$ cat config.mk
export PLATFORM = sky130hd
export DESIGN_NAME = activation_table_fetcher
export DESIGN_NICKNAME = d
export VERILOG_FILES = /design/src/rtl/nn_interp_pkg.sv /design/src/rtl/activation_table_fetcher.sv
export SDC_FILE = /design/constraint.sdc
export NUM_CORES = 1
export LEC_CHECK = 0
export BUFFER_PORTS_ARGS = -buffer_cell sky130_fd_sc_hd__buf_2
export CAP_MARGIN = 25
export CORE_ASPECT_RATIO = 0.9
export CORE_MARGIN = 4
export CORE_UTILIZATION = 46
export DETAILED_ROUTE_END_ITERATION = 16
export MAX_ROUTING_LAYER = met4
export PLACE_DENSITY = 0.78
export SLEW_MARGIN = 20
export SYNTH_ARGS = -nofsm -noshare
export SYNTH_HDL_FRONTEND = slang
export SYNTH_SLANG_ARGS = --single-unit
$ cat constraint.sdc
create_clock -name clk -period 2 [get_ports clk]
set_input_delay 0.5 -clock clk [delete_from_list [all_inputs] [get_ports clk]]
set_output_delay 0.5 -clock clk [all_outputs]
set_load 0.005 [all_outputs]
$ cat src/rtl/nn_interp_pkg.sv
// Shared defaults and FSM state type for the activation table fetcher.
package nn_interp_pkg;

  localparam int DEF_DATA_W = 8;
  localparam int DEF_FRAC_W = 4;
  localparam int DEF_ADDR_W = 4;

  typedef enum logic [1:0] {
    IDLE      = 2'd0,
    WAIT_BASE = 2'd1,
    WAIT_NEXT = 2'd2,
    HOLD      = 2'd3
  } state_t;

endpackage

$ cat src/rtl/activation_table_fetcher.sv
// Fetches two neighbouring activation-table words plus the fraction for a downstream interpolator.
// Optional index cache enabled by defining ACT_TABLE_INDEX_CACHE_EN.
module activation_table_fetcher
  import nn_interp_pkg::*;
#(
  parameter int DATA_W = DEF_DATA_W,
  parameter int FRAC_W = DEF_FRAC_W,
  parameter int ADDR_W = DEF_ADDR_W
) (
  input  logic                     clk,
  input  logic                     rst,
  input  logic                     in_valid,
  output logic                     in_ready,
  input  logic signed [DATA_W-1:0] x,
  output logic                     tbl_rd,
  output logic [ADDR_W-1:0]        tbl_addr,
  input  logic signed [DATA_W-1:0] tbl_data,
  output logic                     out_valid,
  input  logic                     out_ready,
  output logic signed [DATA_W-1:0] base,
  output logic signed [DATA_W-1:0] next_data,
  output logic signed [DATA_W-1:0] remaining,
  output state_t                   fsm_state
);

  // Handshakes: a transfer happens on a rising edge where valid and ready are both high.
  // out_valid, once raised, stays high with stable operands until out_ready is seen.

  state_t                     state, next_state;
  logic signed [DATA_W-FRAC_W-1:0] int_part;
  logic [ADDR_W-1:0]          idx, idx_q, next_idx;
  logic [DATA_W-1:0]          frac_ext;
  logic                       accept;
  logic                       cache_hit;

  // Signed integer part is offset by half the table so -8..7 lands on 0..15.
  assign int_part = x[DATA_W-1:FRAC_W];
  assign idx      = ADDR_W'(int_part) + ADDR_W'(1 << (ADDR_W - 1));
  assign frac_ext = DATA_W'(x[FRAC_W-1:0]);
  assign next_idx = (idx_q == {ADDR_W{1'b1}}) ? idx_q : idx_q + 1'b1;
  assign accept   = (state == IDLE) && in_valid;
  assign fsm_state = state;

`ifdef ACT_TABLE_INDEX_CACHE_EN
  logic [ADDR_W-1:0] cache_idx;
  logic              cache_vld;

  assign cache_hit = cache_vld && (cache_idx == idx);

  always_ff @(posedge clk) begin
    if (!rst) begin
      cache_idx <= '0;
      cache_vld <= 1'b0;
    end else if (state == WAIT_NEXT) begin
      cache_idx <= idx_q;
      cache_vld <= 1'b1;
    end
  end
`else
  assign cache_hit = 1'b0;
`endif

  always_comb begin
    next_state = state;
    in_ready   = 1'b0;
    tbl_rd     = 1'b0;
    tbl_addr   = '0;
    out_valid  = 1'b0;
    case (state)
      IDLE: begin
        in_ready = 1'b1;
        if (in_valid) begin
          if (cache_hit) begin
            next_state = HOLD;
          end else begin
            tbl_rd     = 1'b1;
            tbl_addr   = idx;
            next_state = WAIT_BASE;
          end
        end
      end
      WAIT_BASE: begin
        tbl_rd     = 1'b1;
        tbl_addr   = next_idx;
        next_state = WAIT_NEXT;
      end
      WAIT_NEXT: next_state = HOLD;
      HOLD: begin
        out_valid = 1'b1;
        if (out_ready) next_state = IDLE;
      end
      default: next_state = IDLE;
    endcase
    // Reset holds every output quiet, including the cycle it is first asserted.
    if (!rst) begin
      next_state = IDLE;
      in_ready   = 1'b0;
      tbl_rd     = 1'b0;
      tbl_addr   = '0;
      out_valid  = 1'b0;
    end
  end

  always_ff @(posedge clk) begin
    if (!rst) begin
      state     <= IDLE;
      idx_q     <= '0;
      base      <= '0;
      next_data <= '0;
      remaining <= '0;
    end else begin
      state <= next_state;
      if (accept) begin
        idx_q     <= idx;
        remaining <= frac_ext;
      end
      if (state == WAIT_BASE) base <= tbl_data;
      if (state == WAIT_NEXT) next_data <= tbl_data;
    end
  end

endmodule

==> results of run 1 <==
registers in the layout, summed over array words and instances (netlist names):
| name | count |
|---|---|
| base | 8 |
| next_data | 8 |
| idx_q | 4 |
| remaining | 4 |
| fsm_state | 2 |
kinds of logic (layout without fill, tap and decap cells):
logic type	after synthesis	in the layout	share of synthesized area [%]
other cells	1	4	0.3027
compound gates	17	17	9.899
flops	26	26	42.02
simple gates	52	52	20.41
fa+ha+maj	5	5	5.051
buf+inv	15	65	9.394
mux	16	16	12.93
what timing repair did:
item                       4_1_cts  5_1_grt
setup endpoints to repair        5        4
hold buffers                     0        0
hold endpoints to repair         0        0
buffers inserted                 4        3
resized for setup               15        2
pin swaps                        1        3
Yosys cell counts, drive strengths merged:
library cell and n:
dfxtp 26, nor2 19, mux2i 16, nand2 16
buf 12, a21oi 11, nand3 6, ha 5
nand2b 4, and2 3, inv 3, o221ai 3
nand4 2, a211oi 1, a21o 1, conb 1
nand3b 1, nand4b 1, o211ai 1
final cells by class:
type                    instances  area share, %
clock buffers                   3          1.405
clock inverters                 1          1.874
inverters                       3          1.015
multi-input cells              94          40.91
flip-flops and latches         26          32.94
well taps                      28          2.186
repair buffers                 58          19.67
report_power, final:
group | internal [mW] | leakage (nW) | switching [mW] | total, mW
Clock | 0.203 | 0.0279 | 0.163 | 0.365
Combinational | 0.469 | 0.510 | 0.437 | 0.907
Sequential | 0.652 | 0.214 | 0.0829 | 0.734
Total | 1.32 | 0.752 | 0.683 | 2.01
tightest hold or removal path, stage by stage:
cell and delay, ns:
buf_2 0.09, nand2_1 0.04, a21oi_1 0.05
worst paths after layout:
check                                          startpoint                        end  slack [ns]
worst min register to register  remaining[3]$_SDFFE_PN0P_  remaining[3]$_SDFFE_PN0P_        0.46
worst max register to register  fsm_state[0]$_SDFFE_PN0P_  fsm_state[0]$_SDFFE_PN0P_        0.51
worst max-delay path            fsm_state[0]$_SDFFE_PN0P_                tbl_addr[1]       0.004
worst min-delay path                                 x[1]  remaining[1]$_SDFFE_PN0P_        0.40
metal layers:
layer / vias to the layer above / GRT usage [%] / share of wire (%)
met5: - / - / 0
met4: 0 / 7.233 / 1.4
met3: 5 / 4.921 / 7.3
met2: 42 / 26.75 / 47
met1: 489 / 18.47 / 44
li1: 542 / - / -
stage by stage:
| stage | instances | power (mW) | utilization, % | worst slack, ns | TNS (ns) |
|---|---|---|---|---|---|
| 6_report | 213 | 2.006 | 63.86 | 0.004029 | 0 |
| 2_1_floorplan | 135 | 1.287 | - | 0.3544 | 0 |
| 3_5_place_dp | 202 | 1.482 | 57.48 | 0.2332 | 0 |
| 4_1_cts | 210 | 1.978 | 62.56 | 0.008305 | 0 |
| 3_3_place_gp | 202 | 1.457 | 57.48 | 0.2774 | 0 |
| 5_1_grt | 213 | 2.173 | 63.86 | -0.09196 | -0.3702 |
==> out/results.tsv, run 1 <==
metric	value	unit
status	finished clean	
Die H	57.23	um
Die X	62.70	um
worst hold stages	3	
slowest stage delay, CP	0.39	ns
Levels on crit path	6	
CP required	1.50	ns
Via Count	1078	
first-pass GRT wire length	4623	um
Cell Area, Synth	0.001239	mm^2
Tightest Pin Transition	0.5324	ns
GPL Wtd Cong	0.8706	
Post-Synthesis Cells	132	
post-route ant nets	0	
final instance area	0.001603	mm^2
crit path DAT	1.50	ns
Num CTS Buffers	3	
min cycle time layout	1.996	ns
Mapped Avg Cell Area	9.384	um^2
die footprint	0.003588	mm^2
gr ovfl total	0	
drt via density	5.061	
clock transition at the registers of the reported paths	0.14	ns
VDD IR max	0.0006210	V
largest net degree at the start of global routing	20	
Clk Latency, worst-skew pair	0.32	ns
Buffers on Ports	48	
share of Yosys cell area claimed by the top area cell type	42.02	%
final hold violation count	0	
Syn. warnings	0	
worst path bufs/invs	2	
Max Slew Vio Count	0	
CTS tree	done	
leakage	0.7517	nW
Multi-input gate area	655.6	um^2
skew final	0.004111	ns
Post-Route WL	2765	um
Seq/Total Area, Yosys	42.02	%
core area	0.002510	mm^2
# DRC	0	
Max Root-Sink Buffers	2	
drt first pass iters	4	
row count	17	
Synth area leaders	dfxtp_1, mux2i_1, nor2_1	
Tcrit/Tclk final	99.80	%
placed cell area	0.001443	mm^2
Ant. Diodes	0	
Area Overhead vs Synth	29.39	%
most frequent cells in the layout	buf_2, dfxtp_1, nor2_1, mux2i_1, nand2_1	
Final Net Count	211	
Total GRT Usage	16.31	%
Slew Limit Headroom	64.51	%
Reg area	528.0	um^2
cell taking the most area after synthesis	dfxtp_1	
DR iter-0 viols	30	
Power Density	1252	mW/mm^2
commonest non-fill, non-tap cell in the layout	buf_2	
number of global-route vias before repair	1074	
HPWL after DPL	1990	um
startpoint class of the critical path	flip-flop	
CP max stage cell	dfxtp_4	
WL/cell	12.98	um
top cell family by delay on the critical path	flip-flops	
synthesized flop and latch total	26	
RSZ-0062 raised after global routing	yes	
worst path cell trace	inv_4 -> ha_4 -> and2_4 -> nand2_4 -> o221ai_2 -> buf_2	
H-tree depth	1	
Crit Path Category	reg -> out	
Clk Tree Root Cell	clkbuf_4	
initial core utilization	49.35	%
Synth cell types	27	
initial antenna violation count	0	
# Max-Cap Violations	0	
Max Clk Rate	0.5010	GHz
I/O pins	53	
layout cells sized above 1	44.32	%
Final Setup Violations	0	
crit-path max FO	6	
fill count	216	
crit end category	output pin	
Hold Path Class	in -> reg	
clock sinks	26	
reg2reg path depth	5	
worst hold margin	0.3983	ns
(Power assumes the default switching activity.)
==> run 2: changes to the inputs <==
==> constraint.sdc (replaced) <==
create_clock -name clk -period 2 [get_ports clk]
set_input_delay 0.2 -clock clk [delete_from_list [all_inputs] [get_ports clk]]
set_output_delay 0.2 -clock clk [all_outputs]
set_load 0.005 [all_outputs]
==> out/results.tsv, run 2 (synthesis results as in run 1) <==
metric	value	unit
final instance area	0.001483	mm^2
CP max stage cell	dfxtp_1	
H-tree depth	1	
Critical Path End	tbl_addr[0]	
top cell family by delay on the critical path	flip-flops	
Total GRT Usage	15.10	%
largest net degree at the start of global routing	32	
crit path DAT	1.65	ns
Area Overhead vs Synth	19.70	%
Comb pwr share	40.9	%
gr ovfl total	0	
clock sinks	26	
# Max-Cap Violations	0	
WL/cell	12.64	um
Max Slew Vio Count	0	
Tightest Pin Transition	0.5217	ns
R2R Setup Slk	0.61	ns
Via Count	1030	
startpoint class of the critical path	flip-flop	
layout cells sized above 1	36.36	%
Max Clk Rate	0.5419	GHz
leakage	0.6924	nW
first-pass GRT wire length	4284	um
Crit Path Category	reg -> out	
die footprint	0.003588	mm^2
initial core utilization	49.35	%
Die X	62.70	um
Hold Path Class	in -> reg	
DR iter-0 viols	71	
core area	0.002510	mm^2
Buffers on Ports	48	
Die H	57.23	um
post-route ant nets	0	
VDD IR max	0.0006489	V
drt via density	5.049	
Core Util, Final	59.07	%
reg2reg end	fsm_state[0]$_SDFFE_PN0P_	
hold_buf cts	0	
clock transition at the registers of the reported paths	0.13	ns
CP required	1.80	ns
Max Root-Sink Buffers	2	
initial antenna violation count	0	
HPWL after DPL	1992	um
Worst Setup SP	fsm_state[1]$_SDFFE_PN0P_	
Levels on crit path	6	
Clk Latency, worst-skew pair	0.32	ns
Final Net Count	202	
Final Setup Violations	0	
Ant. Diodes	0	
placed cell area	0.001428	mm^2
cts repair resizes	0	
skew final	0.001213	ns
slowest stage delay, CP	0.36	ns
Slew Limit Headroom	65.22	%
Clk Tree Root Cell	clkbuf_4	
Clock power frac	19.5	%
post-CTS setup buffer count	0	
row count	17	
number of global-route vias before repair	1024	
final hold violation count	0	
r2r startpoint	fsm_state[0]$_SDFFE_PN0P_	
commonest non-fill, non-tap cell in the layout	buf_2	
CTS tree	done	
I/O pins	53	
Flop pwr share	39.6	%
Setup TNS	0	ns
GPL Wtd Cong	0.8224	
worst path bufs/invs	2	
RSZ-0062 raised after global routing	no	
reg2reg path depth	4	
Largest regs	base: 8 flops, next_data: 8 flops	
Num CTS Buffers	3	
Psw	627.8	uW
most frequent cells in the layout	buf_2, dfxtp_1, nor2_1, mux2i_1, nand2_1	
Power Density	1233	mW/mm^2
switch share	34.34	%
crit-path max FO	9	
Post-Route WL	2579	um
crit end category	output pin	
Pint	1.200	mW
drt first pass iters	4	
worst path cell trace	inv_1 -> ha_1 -> and2_4 -> nand2_2 -> o221ai_2 -> buf_2	
min cycle time layout	1.845	ns
Tcrit/Tclk final	92.27	%
# DRC	0	
status	finished clean	
-- run 2: per-stage QoR --
| step | hold slack, ns | power [mW] | setup slack, ns | cells |
|---|---|---|---|---|
| after global placement | 0.4412 | 1.450 | 0.5504 | 200 |
| final | 0.09218 | 1.828 | 0.1546 | 204 |
| after global routing | 0.08175 | 1.966 | 0.01009 | 204 |
| after detailed placement | 0.4454 | 1.485 | 0.4930 | 200 |
| after CTS | 0.08195 | 1.845 | 0.1050 | 204 |
| after floorplan | 0.3343 | 1.287 | 0.6544 | 135 |
-- run 2: worst min path at each step --
stage | to | from | slack [ns] | cells past startpoint
floorplan | remaining[0]$_SDFFE_PN0P_ | x[0] | 0.33 | 2
global placement | remaining[0]$_SDFFE_PN0P_ | remaining[0]$_SDFFE_PN0P_ | 0.44 | 2
detailed placement | remaining[3]$_SDFFE_PN0P_ | x[3] | 0.45 | 3
CTS | remaining[3]$_SDFFE_PN0P_ | x[3] | 0.08 | 3
global route | remaining[3]$_SDFFE_PN0P_ | x[3] | 0.08 | 3
finish | remaining[3]$_SDFFE_PN0P_ | x[3] | 0.09 | 3
-- run 2: per-layer routing --
metal	GRT usage [%]	part of all wire, %
met1	14.99	42
met2	27.51	48
met3	5.709	8.4
met4	4.717	1.0
met5	-	0
-- run 2: worst reg2reg max path, stage by stage, from the launching register on --
cell and delay (ns):
dfxtp_1 0.37, inv_1 0.09, ha_1 0.49, nor2_1 0.11, a211oi_1 0.25
-- run 2: area by class of cell --
type / instances / area [um^2]
Clock buffer: 3 / 22.52
Clock inverter: 1 / 30.03
Fill cell: 237 / 1027
Inverter: 3 / 11.26
Multi-Input combinational cell: 94 / 615.6
Sequential cell: 26 / 520.5
Tap cell: 28 / 35.03
Timing Repair Buffer: 49 / 247.7
-- run 2: power groups by stage --
stage	Sequential (mW)	Clock, mW	Combinational (mW)
after floorplan	0.739	0	0.548
after global placement	0.727	0	0.723
after detailed placement	0.734	0	0.751
after CTS	0.724	0.368	0.754
after global routing	0.740	0.394	0.832
final	0.724	0.356	0.748
==> run 3: changes to the inputs <==
--- a/config.mk
+++ b/config.mk
@@ -11,6 +11,7 @@
 export CORE_MARGIN = 4
 export CORE_UTILIZATION = 46
 export DETAILED_ROUTE_END_ITERATION = 16
+export HOLD_SLACK_MARGIN = 0.15
 export MAX_ROUTING_LAYER = met4
 export PLACE_DENSITY = 0.78
 export SLEW_MARGIN = 20
==> out/results.tsv, run 3 (synthesis results as in run 1) <==
metric	value	unit
slowest stage delay, CP	0.36	ns
Largest regs	base: 8 flops, next_data: 8 flops	
clock sinks	26	
Setup TNS	0	ns
switch share	34.19	%
final instance area	0.001643	mm^2
fill count	209	
Multi-input gate area	615.6	um^2
CP required	1.80	ns
CP max stage cell	dfxtp_1	
Hold Path Class	in -> reg	
min cycle time layout	1.858	ns
worst hold margin	0.2523	ns
Die H	57.23	um
Ant. Diodes	0	
WL/cell	12.97	um
layout cells sized above 1	33.33	%
crit-path max FO	9	
gr ovfl total	0	
Flop pwr share	39.1	%
worst path cell trace	inv_1 -> ha_1 -> and2_4 -> nand2_2 -> o221ai_2 -> buf_2	
die footprint	0.003588	mm^2
# DRC	0	
clock transition at the registers of the reported paths	0.13	ns
Tightest Pin Transition	0.5239	ns
post-route ant nets	0	
drt first pass iters	4	
Power Density	1129	mW/mm^2
Area Overhead vs Synth	32.63	%
CTS tree	done	
core area	0.002510	mm^2
reg2reg path depth	4	
Clk Latency, worst-skew pair	0.32	ns
hold_sp	out_ready	
# Max-Cap Violations	0	
Total GRT Usage	17.02	%
reg2reg end	fsm_state[0]$_SDFFE_PN0P_	
DR iter-0 viols	69	
drt via density	5.045	
status	finished clean	
Tcrit/Tclk final	92.91	%
Psw	634.0	uW
Max Clk Rate	0.5382	GHz
crit path DAT	1.66	ns
post-CTS setup buffer count	0	
Num CTS Buffers	3	
dpl cells	200	
Post-Route WL	2854	um
Buffers on Ports	48	
Die X	62.70	um
crit end category	output pin	
startpoint class of the critical path	flip-flop	
HPWL after DPL	1992	um
final hold violation count	0	
final std cells w/o fill	220	
Crit Path Category	reg -> out	
Clk Tree Root Cell	clkbuf_4	
Final Net Count	218	
I/O pins	53	
GPL Wtd Cong	0.8224	
worst setup margin	0.1418	ns
number of global-route vias before repair	1098	
first-pass GRT wire length	4802	um
Clock power frac	19.1	%
hold path endpoint	fsm_state[0]$_SDFFE_PN0P_	
Max Root-Sink Buffers	2	
VDD IR max	0.0006562	V
Slew Limit Headroom	65.02	%
Comb pwr share	41.8	%
worst hold stages	3	
pre-CTS WS	0.4930	ns
commonest non-fill, non-tap cell in the layout	buf_2	
initial core utilization	49.35	%
Pint	1.221	mW
row count	17	
placed cell area	0.001428	mm^2
H-tree depth	1	
RSZ-0062 raised after global routing	no	
Max Slew Vio Count	0	
R2R Setup Slk	0.62	ns
largest net degree at the start of global routing	32	
leakage	0.7592	nW
Via Count	1110	
Final Setup Violations	0	
most frequent cells in the layout	buf_2, dfxtp_1, nor2_1, mux2i_1, dlygate4sd3_1	
initial antenna violation count	0	
skew final	0.001673	ns
r2r startpoint	fsm_state[0]$_SDFFE_PN0P_	
Reg area	520.5	um^2
[run 3: cell types whose count changed in the layout (fill, tap and decap cells not counted)]
cell / change
dlygate4sd3_1: +16
[run 3: how the worst max path moves through the flow]
stage	slack, ns	end	startpoint
after CTS	0.10	tbl_addr[0]	fsm_state[1]$_SDFFE_PN0P_
after global routing	0.01	tbl_addr[0]	fsm_state[1]$_SDFFE_PN0P_
final	0.14	tbl_addr[0]	fsm_state[1]$_SDFFE_PN0P_
after global placement	0.55	tbl_addr[0]	fsm_state[1]$_SDFFE_PN0P_
after floorplan	0.65	tbl_addr[0]	fsm_state[0]$_SDFFE_PN0P_
after detailed placement	0.49	tbl_addr[0]	fsm_state[1]$_SDFFE_PN0P_
[run 3: repair_timing]
item,4_1_cts,5_1_grt
resized for setup,0,1
endpoints found under the setup margin,0,1
hold buffers,16,0
hold endpoints to repair,24,0
[run 3: through the flow]
| step | utilization, % | power, mW |
|---|---|---|
| after global routing | 65.45 | 1.994 |
| after floorplan | - | 1.287 |
| after CTS | 65.35 | 1.869 |
| final | 65.45 | 1.855 |
| after global placement | 56.88 | 1.450 |
| after detailed placement | 56.88 | 1.485 |
[run 3: worst max-delay path: cells and delay by family, from the launching register on]
family	cells	cell delay [ns]
flip-flops	1	0.36
AND/OR/NAND/NOR	2	0.33
buffers and inverters	2	0.25
AO/OA/AOI/OAI	1	0.16
adder cells (fa/ha/maj)	1	0.23
[run 3: power by group through the flow]
stage	Combinational, mW	Sequential (mW)	Clock [mW]
after CTS	0.777	0.724	0.368
final	0.775	0.725	0.355
after global placement	0.723	0.727	0
after floorplan	0.548	0.739	0
after detailed placement	0.751	0.734	0
after global routing	0.860	0.740	0.393
[run 3: final cells by class]
type / instances / area share (%)
clock buffers: 3 / 1.371
clock inverters: 1 / 1.828
inverters: 3 / 0.6855
multi-input cells: 94 / 37.47
flip-flops and latches: 26 / 31.68
well taps: 28 / 2.133
repair buffers: 65 / 24.83
[run 3: per-layer routing]
metal  wire length (um)  GRT usage [%]  vias to the layer above
met3                225          6.890                        5
met5                  0              -                        -
met1               1166          16.97                      509
met4                 27          4.717                        0
li1                   -              -                      555
met2               1434          30.85                       41
